==> src/rtl/sample_in_ball_multi_ctrl_if.sv <==
// Byte-beat input stream and shuffle-sample output stream for the sample-in-ball controller.
interface sample_in_ball_multi_ctrl_if #(
   parameter int SIB_NUM_SAMPLERS = 4
);
   logic                          data_valid_i;
   logic [SIB_NUM_SAMPLERS*8-1:0] data_i;
   logic                          data_hold_o;
   logic                          sample_valid_o;
   logic                          sample_ready_i;
   logic [7:0]                    sample_i_o;
   logic [7:0]                    sample_j_o;
   logic                          sample_sign_o;

   modport master (
      output data_valid_i, data_i, sample_ready_i,
      input  data_hold_o, sample_valid_o, sample_i_o, sample_j_o, sample_sign_o
   );

   modport slave (
      input  data_valid_i, data_i, sample_ready_i,
      output data_hold_o, sample_valid_o, sample_i_o, sample_j_o, sample_sign_o
   );
endinterface

==> src/rtl/sample_in_ball_multi_ctrl.sv <==
// Sample-in-ball shuffle controller: collects a 64-bit sign prefix, then rejection-samples
// byte lanes into (i, j, sign) triples, several candidate lanes per input beat.
//
// state  | meaning
// IDLE   | waiting for start_i; input held
// SIGN   | consuming sign-prefix beats into sign_buf
// ACTIVE | scanning byte lanes and loading samples
// FLUSH  | last sample loaded, waiting for its handshake
// DONE   | one-cycle done_o pulse, then back to IDLE
module sample_in_ball_multi_ctrl #(
   parameter int SIB_NUM_SAMPLERS = 4,
   parameter int SIB_SAMPLE_W     = 8
) (
   input  logic                           clk,
   input  logic                           rst_b,
   input  logic                           zeroize,
   input  logic                           start_i,
   input  logic [1:0]                     mode_i,
   sample_in_ball_multi_ctrl_if.slave     bus,
   output logic                           busy_o,
   output logic                           done_o,
   output logic                           error_o
);
   localparam int N          = SIB_NUM_SAMPLERS;
   localparam int W          = N*SIB_SAMPLE_W;
   localparam int SIGN_BEATS = 64/(N*8);

   typedef enum logic [2:0] {IDLE, SIGN, ACTIVE, FLUSH, DONE} state_t;

   state_t      state;
   logic [N-1:0] mask;
   logic [63:0] sign_buf;
   logic [7:0]  rej_value;
   logic [7:0]  neg_tau;
   logic [3:0]  sign_cnt;
   logic        sample_valid;
   logic [7:0]  sample_i;
   logic [7:0]  sample_j;
   logic        sample_sign;

   logic         found;
   logic         last_lane;
   logic [N-1:0] lowmask;
   logic [7:0]   sel_byte;
   logic         can_load;
   logic         hit;
   logic         last_sample;
   logic         hold;
   logic [7:0]   neg_tau_mode;

   // lowmask covers lanes 0..L of the winning lane so they are never re-examined in this beat
   always_comb begin
      found     = 1'b0;
      last_lane = 1'b0;
      lowmask   = '0;
      sel_byte  = '0;
      for (int l = 0; l < N; l++) begin
         if (!found) begin
            lowmask[l] = 1'b1;
            if (mask[l] && (bus.data_i[l*SIB_SAMPLE_W +: 8] <= rej_value)) begin
               found     = 1'b1;
               sel_byte  = bus.data_i[l*SIB_SAMPLE_W +: 8];
               last_lane = (l == N-1);
            end
         end
      end
   end

   assign can_load    = ~sample_valid | bus.sample_ready_i;
   assign hit         = bus.data_valid_i & found;
   assign last_sample = (rej_value == 8'hFF);

   always_comb begin
      case (state)
         SIGN:    hold = 1'b0;
         ACTIVE: begin
            if (!hit)          hold = 1'b0;
            else if (!can_load) hold = 1'b1;
            else               hold = ~(last_lane | last_sample);
         end
         default: hold = 1'b1;
      endcase
   end

   always_comb begin
      case (mode_i)
         2'd0:    neg_tau_mode = 8'd217;
         2'd1:    neg_tau_mode = 8'd207;
         default: neg_tau_mode = 8'd196;
      endcase
   end

   assign bus.data_hold_o    = hold;
   assign bus.sample_valid_o = sample_valid;
   assign bus.sample_i_o     = sample_i;
   assign bus.sample_j_o     = sample_j;
   assign bus.sample_sign_o  = sample_sign;

   always_ff @(posedge clk or negedge rst_b) begin
      if (!rst_b) begin
         state        <= IDLE;
         mask         <= '1;
         sign_buf     <= '0;
         rej_value    <= 8'd196;
         neg_tau      <= 8'd196;
         sign_cnt     <= '0;
         sample_valid <= 1'b0;
         sample_i     <= '0;
         sample_j     <= '0;
         sample_sign  <= 1'b0;
         busy_o       <= 1'b0;
         done_o       <= 1'b0;
         error_o      <= 1'b0;
      end else if (zeroize) begin
         state        <= IDLE;
         mask         <= '1;
         sign_buf     <= '0;
         rej_value    <= 8'd196;
         neg_tau      <= 8'd196;
         sign_cnt     <= '0;
         sample_valid <= 1'b0;
         sample_i     <= '0;
         sample_j     <= '0;
         sample_sign  <= 1'b0;
         busy_o       <= 1'b0;
         done_o       <= 1'b0;
         error_o      <= 1'b0;
      end else begin
         done_o  <= 1'b0;
         error_o <= 1'b0;
         case (state)
            IDLE: begin
               if (start_i) begin
                  if (mode_i != 2'd3) begin
                     neg_tau   <= neg_tau_mode;
                     rej_value <= neg_tau_mode;
                     sign_buf  <= '0;
                     sign_cnt  <= '0;
                     mask      <= '1;
                     busy_o    <= 1'b1;
                     state     <= SIGN;
                  end else begin
                     error_o <= 1'b1;
                  end
               end
            end
            SIGN: begin
               rej_value <= neg_tau;
               if (bus.data_valid_i) begin
                  for (int b = 0; b < SIGN_BEATS; b++) begin
                     if (sign_cnt == 4'(b)) sign_buf[b*W +: W] <= bus.data_i;
                  end
                  if (sign_cnt == 4'(SIGN_BEATS-1)) state <= ACTIVE;
                  else                              sign_cnt <= sign_cnt + 4'd1;
               end
            end
            ACTIVE: begin
               if (hit && can_load) begin
                  sample_valid <= 1'b1;
                  sample_i     <= rej_value;
                  sample_j     <= sel_byte;
                  sample_sign  <= sign_buf[0];
                  sign_buf     <= {1'b0, sign_buf[63:1]};
                  rej_value    <= rej_value + 8'd1;
                  if (last_lane || last_sample) mask <= '1;
                  else                          mask <= mask & ~lowmask;
                  if (last_sample) state <= FLUSH;
               end else begin
                  if (bus.sample_ready_i) sample_valid <= 1'b0;
                  if (bus.data_valid_i && !found) mask <= '1;
               end
            end
            FLUSH: begin
               if (sample_valid && bus.sample_ready_i) begin
                  sample_valid <= 1'b0;
                  done_o       <= 1'b1;
                  state        <= DONE;
               end
            end
            DONE: begin
               busy_o <= 1'b0;
               state  <= IDLE;
            end
            default: state <= IDLE;
         endcase
      end
   end
endmodule

==> src/flat_wrapper.sv <==
// flat-port wrapper written by rule: the top's interface ports become plain ports
module sample_in_ball_multi_ctrl_flat 
#(
   parameter int SIB_NUM_SAMPLERS = 4,
   parameter int SIB_SAMPLE_W     = 8
)
  (clk, rst_b, zeroize, start_i, mode_i, busy_o, done_o, error_o, bus_data_valid_i, bus_data_i, bus_sample_ready_i, bus_data_hold_o, bus_sample_valid_o, bus_sample_i_o, bus_sample_j_o, bus_sample_sign_o);
  sample_in_ball_multi_ctrl_if #(.SIB_NUM_SAMPLERS(SIB_NUM_SAMPLERS)) bus_i ();
  input  logic clk;
  input  logic rst_b;
  input  logic zeroize;
  input  logic start_i;
  input  logic [1:0] mode_i;
  output logic busy_o;
  output logic done_o;
  output logic error_o;
  input wire logic [$bits(bus_i.data_valid_i)-1:0] bus_data_valid_i;
  input wire logic [$bits(bus_i.data_i)-1:0] bus_data_i;
  input wire logic [$bits(bus_i.sample_ready_i)-1:0] bus_sample_ready_i;
  output wire logic [$bits(bus_i.data_hold_o)-1:0] bus_data_hold_o;
  output wire logic [$bits(bus_i.sample_valid_o)-1:0] bus_sample_valid_o;
  output wire logic [$bits(bus_i.sample_i_o)-1:0] bus_sample_i_o;
  output wire logic [$bits(bus_i.sample_j_o)-1:0] bus_sample_j_o;
  output wire logic [$bits(bus_i.sample_sign_o)-1:0] bus_sample_sign_o;
  assign bus_i.data_valid_i = bus_data_valid_i;
  assign bus_i.data_i = bus_data_i;
  assign bus_i.sample_ready_i = bus_sample_ready_i;
  assign bus_data_hold_o = bus_i.data_hold_o;
  assign bus_sample_valid_o = bus_i.sample_valid_o;
  assign bus_sample_i_o = bus_i.sample_i_o;
  assign bus_sample_j_o = bus_i.sample_j_o;
  assign bus_sample_sign_o = bus_i.sample_sign_o;
  sample_in_ball_multi_ctrl #(.SIB_NUM_SAMPLERS(SIB_NUM_SAMPLERS), .SIB_SAMPLE_W(SIB_SAMPLE_W)) u_core (.clk(clk), .rst_b(rst_b), .zeroize(zeroize), .start_i(start_i), .mode_i(mode_i), .bus(bus_i), .busy_o(busy_o), .done_o(done_o), .error_o(error_o));
endmodule
==> config.mk <==
export PLATFORM = sky130hd
export DESIGN_NAME = sample_in_ball_multi_ctrl_flat
export DESIGN_NICKNAME = d
export VERILOG_FILES = /design/src/rtl/sample_in_ball_multi_ctrl_if.sv /design/src/rtl/sample_in_ball_multi_ctrl.sv /design/src/flat_wrapper.sv
export SDC_FILE = /design/constraint.sdc
export NUM_CORES = 1
export LEC_CHECK = 0
export ABC_AREA = 1
export BUFFER_PORTS_ARGS = -buffer_cell sky130_fd_sc_hd__buf_2
export CORE_ASPECT_RATIO = 0.75
export CORE_MARGIN = 10
export CORE_UTILIZATION = 50
export DETAILED_ROUTE_END_ITERATION = 10
export GPL_ROUTABILITY_DRIVEN = 0
export HOLD_SLACK_MARGIN = 0.12
export PLACE_DENSITY = 0.69
export REMOVE_ABC_BUFFERS = 1
export SLEW_MARGIN = 10
export SYNTH_ARGS = -nofsm -noshare
export SYNTH_HDL_FRONTEND = slang
export SYNTH_SLANG_ARGS = --single-unit
export TNS_END_PERCENT = 20
==> constraint.sdc <==
create_clock -name clk -period 3.1 [get_ports clk]
set_input_delay 0.465 -clock clk [delete_from_list [all_inputs] [get_ports clk]]
set_output_delay 0.465 -clock clk [all_outputs]
set_load 0.02 [all_outputs]
==> run_results.csv <==
group,metric,value,unit
layout,fillers,1196,
synthesis,postSynth.asyncResetShare,1.000,
sta,tns,0,ns
layout,drive_above_1_share,0.2979,
floorplan,start_util,0.5132,
sta,finClkSkew,0.009400,ns
drt,post-route-drc-count,0,
synthesis,synthAdderAreaFrac,0.06743,
synthesis,synth_edf_count,0,
place,dp_hpwl,12290,um
synthesis,synthTopCellsByArea,"dfrtp_1 (37%), nand2_1 (9.0%), o21ai_2 (8.4%)",
grt,grt_usage,0.1813,
synthesis,yosysTopAreaCellShare,0.3746,
clock_tree,clk_latency,0.35,ns
synthesis,synth-compound-area-share,0.1948,
synthesis,synth_flop_cell,"dfrtp_1",
grt,grt_pass1_wl,27810,um
synthesis,netlist_area,6680,um2
drt,firstDrtPassIters,5,
floorplan,die-area,18430,um2
clock_tree,cts_hold_buf,0,
grt,grt_max_degree,65,
sta,finalMaxSlewViolations,0,
synthesis,ys_seq_elements,108,
sta,rsz0062_at_grt,"yes",
drt,drtAntennaViolNets,0,
drt,routed_wirelength,16400,um
status,status,"completed",
synthesis,yosys_warnings,0,
worst_setup_path,critPathLaunchType,"register",
sta,worst_pin_slew,0.7191,ns
synthesis,yosysTopAreaCell,"dfrtp_1",
synthesis,synth_top_family_by_area,"simple AND/OR/NAND/NOR gates",
floorplan,die_w,153.5,um
synthesis,yosysSeqAreaShare,0.4061,
clock_tree,cts_made_buffers,9,
synthesis,synth.most_common_cell,"nand2_1",
synthesis,syn_avg_cell_area,8.298,um2
clock_tree,clockRootBuffer,"clkbuf_16",
sta,timing.final.crit_share,0.9609,
pwr,p_leak,3.776,nW
clock_tree,cts_max_level,3,
flow_run,maxCapViolations,0,
worst_setup_path,worstSetupPathType,"reg2out",
worst_setup_path,crit_fanout,4,
worst_setup_path,cp.arrival,2.51,ns
layout,final_nets,937,
synthesis,synthSimpleGateAreaFrac,0.2497,
clock_tree,clock-sinks,108,
pwr,peakVddDrop,569.4,uV
layout,areaGrowthSynthToFinish,11.35,%
grt,antenna_found_initial,0,
hold_path,hp-class,"in2async",
layout,multi_input_area,3452,um2
sta,hold_ws,0.2289,ns
worst_setup_path,critPathRequiredTime,2.63,ns
floorplan,num_rows,36,
sta,fin_crit,2.979,ns
drt,wl_per_cell,15.82,um
drt,viasPerCell,5.215,
grt,overflow,0,
floorplan,io_pins,62,
place,io_buffers,61,
clock_tree,cts_buffer_depth,2,
layout,n_antenna_cell,0,
drt,vias,5408,
synthesis,synthMuxAreaShare,0,
clock_tree,cts_tree,"yes",
synthesis,syn_inst,805,
drt,drtIter0Drc,403,
sta,relSlewSlack,0.5206,
worst_setup_path,cp-end-kind,"output pin",
grt,grt_pass1_vias,5438,
synthesis,synthXorXnorAreaFrac,0.002622,
synthesis,synthTopCellsByCount,"nand2_1 (160), dfrtp_1 (100), a21oi_1 (90)",
clock_tree,path_clk_slew,0.07,ns
sta,setup_viol,0,
floorplan,die_h,120.1,um
sta,max_freq,0.3357,GHz
sta,hold_viol,0,
synthesis,synth_cell_types,35,
layout,ff_latch_area,2713,um2
pwr,cellPowerDensity,835.6,nW/um2
floorplan,coreArea,13020,um2
## kinds of logic after synthesis
family / Yosys count
AO/OA/AOI/OAI: 206
XOR/XNOR: 2
adder cells (fa/ha/maj): 36
buffers and inverters: 109
flip-flops: 108
AND/OR/NAND/NOR: 344
## per-stage QoR
step / power, mW / instances / utilization / setup WS [ns] / area, um2
after floorplan: 4.060 / 777 / - / 0.1242 / 6454
after global placement: 4.886 / 1019 / 0.5445 / 0.3233 / 7088
after detailed placement: 4.941 / 1019 / 0.5445 / 0.2988 / 7088
after CTS: 6.220 / 1036 / 0.5701 / 0.01234 / 7421
after global routing: 6.682 / 1037 / 0.5714 / -0.01831 / 7438
final: 6.216 / 1037 / 0.5714 / 0.1211 / 7438
## cell usage in the layout, fill, tap and decap left out, drive strengths merged, types with 2 or more instances in the layout
cell type  instances
ha                36
nor2              72
xor2               2
nand3             35
bufinv             2
nor3               2
clkinv             3
nand2            227
a21o               4
o21a               2
nand4              6
dfstp              8
buf               73
o21ai            105
dfrtp            100
a22oi              2
inv               81
a21oi             90
clkbuf            11
## power breakdown
part / total, mW / internal (mW) / switching (mW)
combinational: 2.87 / 0.924 / 1.95
clock: 1.25 / 0.727 / 0.522
sequential: 2.09 / 1.80 / 0.295
## worst max-delay path, stage by stage (launching register included)
cell	delay (ns)
dfstp_2	0.54
inv_1	0.10
ha_1	0.31
a21o_1	0.18
nor2_1	0.11
nand2_1	0.06
nand2_1	0.08
nand2_2	0.09
nand4_1	0.14
inv_2	0.07
nor2_4	0.09
nor2_1	0.05
o21ai_1	0.17
buf_4	0.17
## area by class of cell
cell class	count	area share
Timing Repair Buffer	73	0.05887
Sequential cell	108	0.3647
Multi-Input combinational cell	588	0.4641
Clock buffer	11	0.03263
Tap cell	171	0.02876
Inverter	81	0.04087
Clock inverter	5	0.01009
## registers in the layout, summed over array words and instances (netlist names)
signal and cells:
u_core.bus.sample_valid_o 1, u_core.sign_buf 64, u_core.rej_value 8, u_core.done_o 1, u_core.sign_cnt 4, u_core.mask 4
u_core.neg_tau 4, u_core.bus.sample_i_o 8, u_core.state 3, u_core.bus.sample_j_o 8, u_core.bus.sample_sign_o 1, u_core.busy_o 1
u_core.error_o 1
## worst paths after layout
path	startpoint	to	slack, ns	depth (start not counted)
max	u_core.rej_value[7]	bus_data_hold_o	0.12	13
min	rst_b	u_core.sign_buf[51]	0.23	2
max reg2reg	u_core.rej_value[7]	u_core.sign_buf[55]	0.42	14
min reg2reg	u_core.bus.sample_i_o[4]	u_core.bus.sample_i_o[4]	0.47	2
max in group asynchronous	rst_b	u_core.state[1]	2.36	2
min in group clk	start_i	u_core.error_o	0.34	3
## routing by layer
metal / vias up / part of all wire / GRT usage
li1: 2740 / - / -
met1: 2527 / 0.50 / 0.2534
met2: 117 / 0.44 / 0.2769
met3: 24 / 0.045 / 0.03819
met4: 0 / 0.017 / 0.05300
met5: - / 0 / 0
## repair_timing
| item | 4_1_cts | 5_1_grt |
|---|---|---|
| resized for setup | 5 | 6 |
| endpoints found under the setup margin | 1 | 1 |
| pin swaps | 1 | 3 |
| buffers inserted | 1 | 1 |
Note: power is estimated with default switching activity, not from simulation.
